--- src/rtl/interval_sched_pkg.sv ---
// Shared definitions for the interval scheduler: FSM encoding and index-width helper.
package interval_sched_pkg;

  localparam logic [1:0] IDLE = 2'd0;
  localparam logic [1:0] LOAD = 2'd1;
  localparam logic [1:0] RUN  = 2'd2;
  localparam logic [1:0] DONE = 2'd3;

  function automatic int unsigned idx_width(input int unsigned n);
    return (n > 1) ? $clog2(n) : 1;
  endfunction

endpackage

--- src/rtl/interval_scheduler_rr_arbiter.sv ---
// Combinational round-robin pick: search upward from last_owner+1 with wrap.
module rr_arbiter
  import interval_sched_pkg::*;
#(
  parameter int unsigned NUM_REQ = 4,
  parameter int unsigned IW      = idx_width(NUM_REQ)
) (
  input  logic [NUM_REQ-1:0] req,
  input  logic [IW-1:0]      last_owner,
  output logic [NUM_REQ-1:0] grant_next,
  output logic [IW-1:0]      winner,
  output logic               any_req
);

  int unsigned idx;

  always_comb begin
    grant_next = '0;
    winner     = '0;
    any_req    = 1'b0;
    idx        = 0;
    // The last candidate visited is last_owner itself, so it has lowest priority.
    for (int unsigned i = 1; i <= NUM_REQ; i++) begin
      idx = (32'(last_owner) + i) % NUM_REQ;
      if (!any_req && req[IW'(idx)]) begin
        any_req    = 1'b1;
        winner     = IW'(idx);
        grant_next = NUM_REQ'(1) << idx;
      end
    end
  end

endmodule

--- src/rtl/interval_scheduler.sv ---
// Shares one interval counter among NUM_REQ requesters; round-robin grant,
// count 0..target, one-cycle done pulse to the owner.
module interval_scheduler
  import interval_sched_pkg::*;
#(
  parameter int unsigned NUM_REQ = 4,
  parameter int unsigned WIDTH   = 8,
  localparam int unsigned IW     = idx_width(NUM_REQ)
) (
  input  logic                     clk,
  input  logic                     rst,
  input  logic [NUM_REQ-1:0]       req,
  input  logic [NUM_REQ*WIDTH-1:0] len,
  output logic [NUM_REQ-1:0]       grant,
  output logic [NUM_REQ-1:0]       done,
  output logic                     busy,
  output logic [IW-1:0]            owner,
  output logic [WIDTH-1:0]         count
);

  logic [1:0]         state_q, state_d;
  logic [NUM_REQ-1:0] grant_d, done_d;
  logic               busy_d;
  logic [IW-1:0]      owner_d, last_q, last_d;
  logic [WIDTH-1:0]   count_d, target_q, target_d;

  logic [NUM_REQ-1:0] arb_grant;
  logic [IW-1:0]      arb_idx;
  logic               arb_any;

  rr_arbiter #(
    .NUM_REQ (NUM_REQ),
    .IW      (IW)
  ) u_arb (
    .req        (req),
    .last_owner (last_q),
    .grant_next (arb_grant),
    .winner     (arb_idx),
    .any_req    (arb_any)
  );

  // State and output registers.
  always_ff @(posedge clk) begin
    if (rst) begin
      state_q  <= IDLE;
      grant    <= '0;
      done     <= '0;
      busy     <= 1'b0;
      owner    <= '0;
      last_q   <= IW'(NUM_REQ - 1);
      count    <= '0;
      target_q <= '0;
    end else begin
      state_q  <= state_d;
      grant    <= grant_d;
      done     <= done_d;
      busy     <= busy_d;
      owner    <= owner_d;
      last_q   <= last_d;
      count    <= count_d;
      target_q <= target_d;
    end
  end

  // Next-state and next-output logic.
  always_comb begin
    state_d  = state_q;
    grant_d  = grant;
    done_d   = '0;
    owner_d  = owner;
    last_d   = last_q;
    count_d  = count;
    target_d = target_q;

    case (state_q)
      IDLE: begin
        grant_d = '0;
        if (arb_any) begin
          state_d  = LOAD;
          grant_d  = arb_grant;
          owner_d  = arb_idx;
          target_d = len[32'(arb_idx)*WIDTH +: WIDTH];
          count_d  = '0;
        end
      end
      LOAD: begin
        if (!req[owner]) begin
          state_d = IDLE;
          grant_d = '0;
          last_d  = owner;
        end else begin
          state_d = RUN;
        end
      end
      RUN: begin
        // Abandon wins over completion; count holds either way.
        if (!req[owner]) begin
          state_d = IDLE;
          grant_d = '0;
          last_d  = owner;
        end else if (count == target_q) begin
          state_d = DONE;
          done_d  = grant;
        end else begin
          count_d = count + WIDTH'(1);
        end
      end
      DONE: begin
        state_d = IDLE;
        grant_d = '0;
        last_d  = owner;
      end
      default: begin
        state_d = IDLE;
        grant_d = '0;
      end
    endcase

    busy_d = (state_d != IDLE);
  end

endmodule

--- config.mk ---
export PLATFORM = sky130hd
export DESIGN_NAME = interval_scheduler
export DESIGN_NICKNAME = d
export VERILOG_FILES = /design/src/rtl/interval_sched_pkg.sv /design/src/rtl/interval_scheduler_rr_arbiter.sv /design/src/rtl/interval_scheduler.sv
export SDC_FILE = /design/constraint.sdc
export NUM_CORES = 1
export LEC_CHECK = 0
export CAP_MARGIN = 30
export CORE_MARGIN = 5
export CORE_UTILIZATION = 45
export DETAILED_ROUTE_END_ITERATION = 8
export GPL_TIMING_DRIVEN = 1
export PLACE_DENSITY = 0.76
export SKIP_LAST_GASP = 1
export SLEW_MARGIN = 20
export SYNTH_ARGS = -nofsm -noshare
export SYNTH_HDL_FRONTEND = slang
export SYNTH_SLANG_ARGS = --single-unit
export TNS_END_PERCENT = 10
--- constraint.sdc ---
create_clock -name clk -period 3.2 [get_ports clk]
set_input_delay 0.32 -clock clk [delete_from_list [all_inputs] [get_ports clk]]
set_output_delay 0.32 -clock clk [all_outputs]
set_load 0.02 [all_outputs]
==> qor.yml, run 1 <==
clock_tree:
  clkTransAtPathRegs_ns: 0.07
  cts.sinks: 31
  cts_hold_buffers: 0
  cts.path.max_buffers: 2
  ctsResizeCount: 0
  clock_latency_ns: 0.29
  cts_setup_buffers: 0
  clockRootBuffer: "clkbuf_8"
  cts_tree: "done"
  cts_made_buffers: 5
  htreeDepth: 2
cells_and_area:
  finish.net_count: 375
  num-fill-cells: 468
  final-instance-count-excl-fill: 396
  seq_area_um2: 621
  diodes: 0
  syn2layout_area_growth_pct: 29.3
  drive_gt1_frac: 0.0798
  multi_input_area_um2: 1620
synth:
  netlist_instances: 272
  yosysUniqueCellTypes: 50
  syn_nets: 322
  synth_area_leaders: "dfxtp_1, mux2i_1, ha_1"
  yosysSeqAreaShare: 0.259
  yosysMostFrequentCell: "dfxtp_1"
  synthArstFlopShare: 0
  synth-edff-count: 0
  syn_area_per_cell_um2: 8.80
  synth_top_flop_cell: "dfxtp_1"
  netlist_area_um2: 2390
  synth_common_cells: "dfxtp_1, nor2_1, mux2i_1"
  synth_top_area_frac: 0.259
  yosys_register_bits: 31
  ys_warn_count: 0
  yosysTopAreaCell: "dfxtp_1"
worst_setup_path:
  crit_required_ns: 3.35
  cp-start-kind: "flop"
  crit_path_max_fanout: 47
  path_class: "reg2reg"
  cp.arrival_ns: 2.90
  cp-end-kind: "flop"
sta:
  rsz0062_at_grt: "false"
  finalCriticalPeriod_ns: 2.75
  finalSetupTns_ns: 0
  fin_worst_skew_ns: 0.00786
  fmax_mhz: 364
  setup_viol_count_final: 0
  timing_hold_violations_final: 0
  tightestPinTransition_ns: 0.779
  slew_violations: 0
  max-slew-margin-rel: 0.475
  timing.final.crit_share: 0.859
grt:
  antenna_found_initial: 0
  grt_max_degree: 48
  grt_pass1_wl_um: 10300
  grtUsageTotal: 0.175
  grt_pass1_vias: 2144
  overflow: 0
power_and_ir_drop:
  worst_ir_drop_vdd_uv: 299
  power_leakage_uw: 0.00120
  p_per_area_nw_per_um2: 525
detailed_routing:
  firstDrtPassIters: 4
  wl_um: 6060
  post-route-drc-count: 0
  antenna_left: 0
  vias_per_cell: 5.65
  dr_total_vias: 2239
  wl_per_cell_um: 15.3
  drt_iter0_drc: 175
floorplan:
  die_x_um: 83.0
  die_h_um: 83.0
  core-area_um2: 5140
  boundaryPins: 57
  fp.dieArea_um2: 6880
  num_rows: 26
  start_util: 0.466
outcome:
  status: "completed"
place:
  dp_cells: 388
  globalplace.congestion: 0.957
  portBuffers: 56
  hpwl_um: 4470
job:
  cap_violations: 0
min_path:
  hold_path_class: "reg2reg"
## path summary, 6_finish.rpt
kind | from | to | slack (ns) | cells after the start
max reg2reg | last_q[0] | target_q[6] | 0.45 | 7
min | grant[2] | done[2] | 0.49 | 1
min reg2reg | grant[2] | done[2] | 0.49 | 1
max | last_q[0] | target_q[6] | 0.45 | 7
## layout by cell type (no fill, tap or decap), types with 10 or more instances in the layout
cell type,synthesis,final
a21oi_1,11,11
o21ai_0,12,12
clkdlybuf4s50_1,0,56
o22a_1,16,16
nor2_1,28,28
dfxtp_1,31,31
ha_1,12,12
nand2_1,12,12
mux2i_1,21,21
o21ai_1,10,10
## power by group
group          total, uW  internal (uW)  switching [uW]  leakage, uW
Combinational        736            349             387     0.000881
Sequential           486            440            46.4     0.000254
Clock                401            252             150    0.0000612
## flip-flops by register name, indices dropped and copies added (netlist names)
name / cells
busy: 1
count: 8
done: 4
grant: 4
last_q: 2
owner: 2
state_q: 2
target_q: 8
## metal layers
metal / track usage / vias up / wire [um]
met1: 0.243 / 1042 / 2980
met3: 0.0396 / 8 / 240
met2: 0.269 / 58 / 2750
met4: 0.0535 / 0 / 86
li1: - / 1131 / -
met5: 0 / - / 0
## cells by family after synthesis
kind of cell,Yosys count,synth area share
AO/OA/AOI/OAI,86,0.259
XOR/XNOR,11,0.0402
adder cells (fa/ha/maj),12,0.0627
buffers and inverters,26,0.0664
flip-flops,31,0.259
multiplexers,25,0.125
AND/OR/NAND/NOR,81,0.188
## critical path, cell delays in order (launching register included)
cell and delay (ns):
dfxtp_1 0.32, buf_4 0.40, mux4_2 0.67, nor2b_4 0.34, a311oi_1 0.08, a21oi_1 0.25
nand2b_1 0.34, o221ai_1 0.19
## metrics by stage
stage / power, uW / worst slack [ns] / utilization / cell area, um^2 / hold slack (ns)
final: 1620 / 0.452 / 0.602 / 3100 / 0.492
after global routing: 1730 / 0.247 / 0.602 / 3100 / 0.505
after CTS: 1630 / 0.435 / 0.602 / 3100 / 0.497
after detailed placement: 1230 / 0.327 / 0.579 / 2980 / 0.477
after global placement: 1210 / 0.365 / 0.579 / 2980 / 0.480
after floorplan: 1050 / 0.0977 / - / 2390 / 0.486
## area by class of cell
class	count	area share
multi-input combinational	215	0.522
timing repair buffer	65	0.203
sequential	31	0.200
tap	70	0.0283
clock buffer	6	0.0267
clock inverter	2	0.0113
inverter	7	0.00849
Power figures use the tool's default switching activity.
==> inputs of run 2 (changes only) <==
CORE_ASPECT_RATIO = 1.75   (was default)
==> run 2 against run 1 <==
  * Flip-flop and latch count is the same
  * Count of clock-buffer cells in the layout grew 2
  * Cell count shrank 4.8%
  * Maximum frequency shrank 2.5%
  * First-iteration DRC count grew 1.1%
  * Worst hold slack lost 0.0017 ns
  * Highest routed layer unchanged
  * Total power shrank 4.2%
  * Largest power group unchanged
==> qor.yml, run 2 (synthesis gave the netlist of run 1 again) <==
sta:
  setup_viol_count_final: 0  # unchanged
  timing_hold_violations_final: 0  # unchanged
  finalCriticalPeriod_ns: 2.82  # +0.0700 ns
  max-slew-margin-rel: 0.602  # +0.127
  slew_violations: 0  # unchanged
  tightestPinTransition_ns: 0.591  # -0.187 ns
  fin_worst_skew_ns: 0.00410  # -0.00376 ns
  fmax_mhz: 355  # -2.5%
  finalSetupTns_ns: 0  # unchanged
  rsz0062_at_grt: "false"
  timing.final.crit_share: 0.881  # +0.0219
worst_setup_path:
  r2r_cells: 8  # +1
  path_cells: "inv_1, ha_1, mux4_2, nor2b_4, or3_4, o21ai_0, o22a_1, o221ai_1"
  cp-end-kind: "flop"
  path_delay_family: "simple AND/OR/NAND/NOR gates"
  cp.arrival_ns: 2.96  # +0.06 ns
  max_stage_delay_ns: 0.51  # -0.16 ns
  path_class: "reg2reg"
  crit_required_ns: 3.34  # about the same
  rr_startpoint: "last_q[1]"
  worstSetupPathDepth: 8  # +1
  crit_path_max_fanout: 16  # -66%
  reg2reg_setup_slack_ns: 0.38  # -0.07 ns
  crit_slowest_cell: "dfxtp_1"
  critical_path_buf_inv_count: 1  # unchanged
  rr_endpoint: "target_q[6]"
  cp-start-kind: "flop"
power_and_ir_drop:
  p_total_uw: 1550  # -4.2%
  power_leakage_uw: 0.00117  # -2.4%
  worst_ir_drop_vdd_uv: 250  # -17%
  p_per_area_nw_per_um2: 513  # -2.2%
clock_tree:
  ctsResizeCount: 0  # unchanged
  cts_setup_buffers: 0  # unchanged
  clkTransAtPathRegs_ns: 0.06  # about the same
  clock_latency_ns: 0.28  # about the same
  clockRootBuffer: "clkbuf_8"
  cts_made_buffers: 5  # unchanged
  htreeDepth: 2  # unchanged
  cts.path.max_buffers: 2  # unchanged
  cts.sinks: 31  # unchanged
  cts_tree: "done"
  cts_hold_buffers: 0  # unchanged
floorplan:
  start_util: 0.460  # -0.00638
  core-area_um2: 5210  # +1.4%
  die_x_um: 65.1  # -21%
  num_rows: 35  # +35%
  die_h_um: 107  # +28%
  boundaryPins: 57  # unchanged
  fp.dieArea_um2: 6940  # +0.84%
detailed_routing:
  wl_per_cell_um: 16.5  # +7.9%
  dr_total_vias: 2223  # -0.71%
  post-route-drc-count: 0  # unchanged
  firstDrtPassIters: 4  # unchanged
  drt_iter0_drc: 177  # +1.1%
  wl_um: 6220  # +2.7%
  antenna_left: 0  # unchanged
  vias_per_cell: 5.90  # +4.3%
job:
  cap_violations: 0  # unchanged
grt:
  grt-busiest-layer: "met2"
  grt_pass1_vias: 2284  # +6.5%
  grt_use_met3: 0.0307  # -0.00895
  grtUsageMet1: 0.215  # -0.0288
  antenna_found_initial: 0  # unchanged
  overflow: 0  # unchanged
  grt_max_degree: 48  # unchanged
  met2_usage: 0.347  # +0.0776
  grtUsageTotal: 0.189  # +0.0138
  grt_pass1_wl_um: 10500  # +2.2%
cells_and_area:
  drive_gt1_frac: 0.0652  # -0.0145
  diodes: 0  # unchanged
  stdcell_area_um2: 3030  # -2.1%
  finish.net_count: 371  # -1.1%
  reg_top3: "count: 8 flops, target_q: 8 flops"
  most-common-layout-cells: "clkdlybuf4s50_1, dfxtp_1, nor2_1"
  final-instance-count-excl-fill: 377  # -4.8%
  syn2layout_area_growth_pct: 26.5
  final_common_cell: "clkdlybuf4s50_1"
  post-route-util: 0.581  # -0.0210
min_path:
  hp-start: "grant[2]"
  worstHoldEndpoint: "done[2]"
  hold_path_class: "reg2reg"
  hold_depth: 1  # unchanged
place:
  dp_cells: 369  # -4.9%
  globalplace.congestion: 0.875  # -8.6%
  post_dp_cell_area_um2: 2930  # -1.6%
  portBuffers: 56  # unchanged
  hpwl_um: 4660  # +4.3%
outcome:
  status: "completed"
[run 2: changes by cell type in the layout (fill, tap and decap cells not counted), sizes merged]
cell | previous run | this run
buf | 9 | 5
clkbuf | 6 | 8
bufinv | 1 | 0
clkinv | 1 | 0
[run 2: metal layers]
| metal | share of wire | up-vias |
|---|---|---|
| met5 | 0 | - |
| met4 | 0.016 | 0 |
| met3 | 0.032 | 8 |
| met2 | 0.54 | 41 |
| met1 | 0.41 | 1058 |
| li1 | - | 1116 |
[run 2: area by class of cell]
class | instances | area (um^2)
Sequential cell | 31 | 621
Timing Repair Buffer | 61 | 598
Multi-Input combinational cell | 215 | 1620
Fill cell | 468 | 2180
Inverter | 7 | 26.3
Tap cell | 55 | 68.8
Clock buffer | 8 | 100
[run 2: worst max-delay path by stage]
stage,from,endpoint,slack (ns)
4_1_cts,last_q[1],target_q[6],0.38
3_5_place_dp,req[1],target_q[6],0.34
6_report,last_q[1],target_q[6],0.38
2_1_floorplan,last_q[0],target_q[4],0.1
3_3_place_gp,req[3],target_q[6],0.37
5_1_grt,last_q[1],target_q[6],0.19
[run 2: stage by stage]
stage,hold WS (ns),setup slack [ns]
after floorplan,0.486,0.0977
after global placement,0.471,0.375
after detailed placement,0.472,0.343
after CTS,0.488,0.384
after global routing,0.511,0.186
final,0.491,0.382
[run 2: report_power, final]
group	switching (uW)	internal (uW)
logic	381	345
registers	48.5	440
clock network	145	196
[run 2: worst reg2reg max path, stage by stage, from the launching register on]
cell and delay (ns):
dfxtp_1 0.51, inv_1 0.17, ha_1 0.39, mux4_2 0.51, nor2b_4 0.19, or3_4 0.48, o21ai_0 0.19, o22a_1 0.14
o221ai_1 0.11
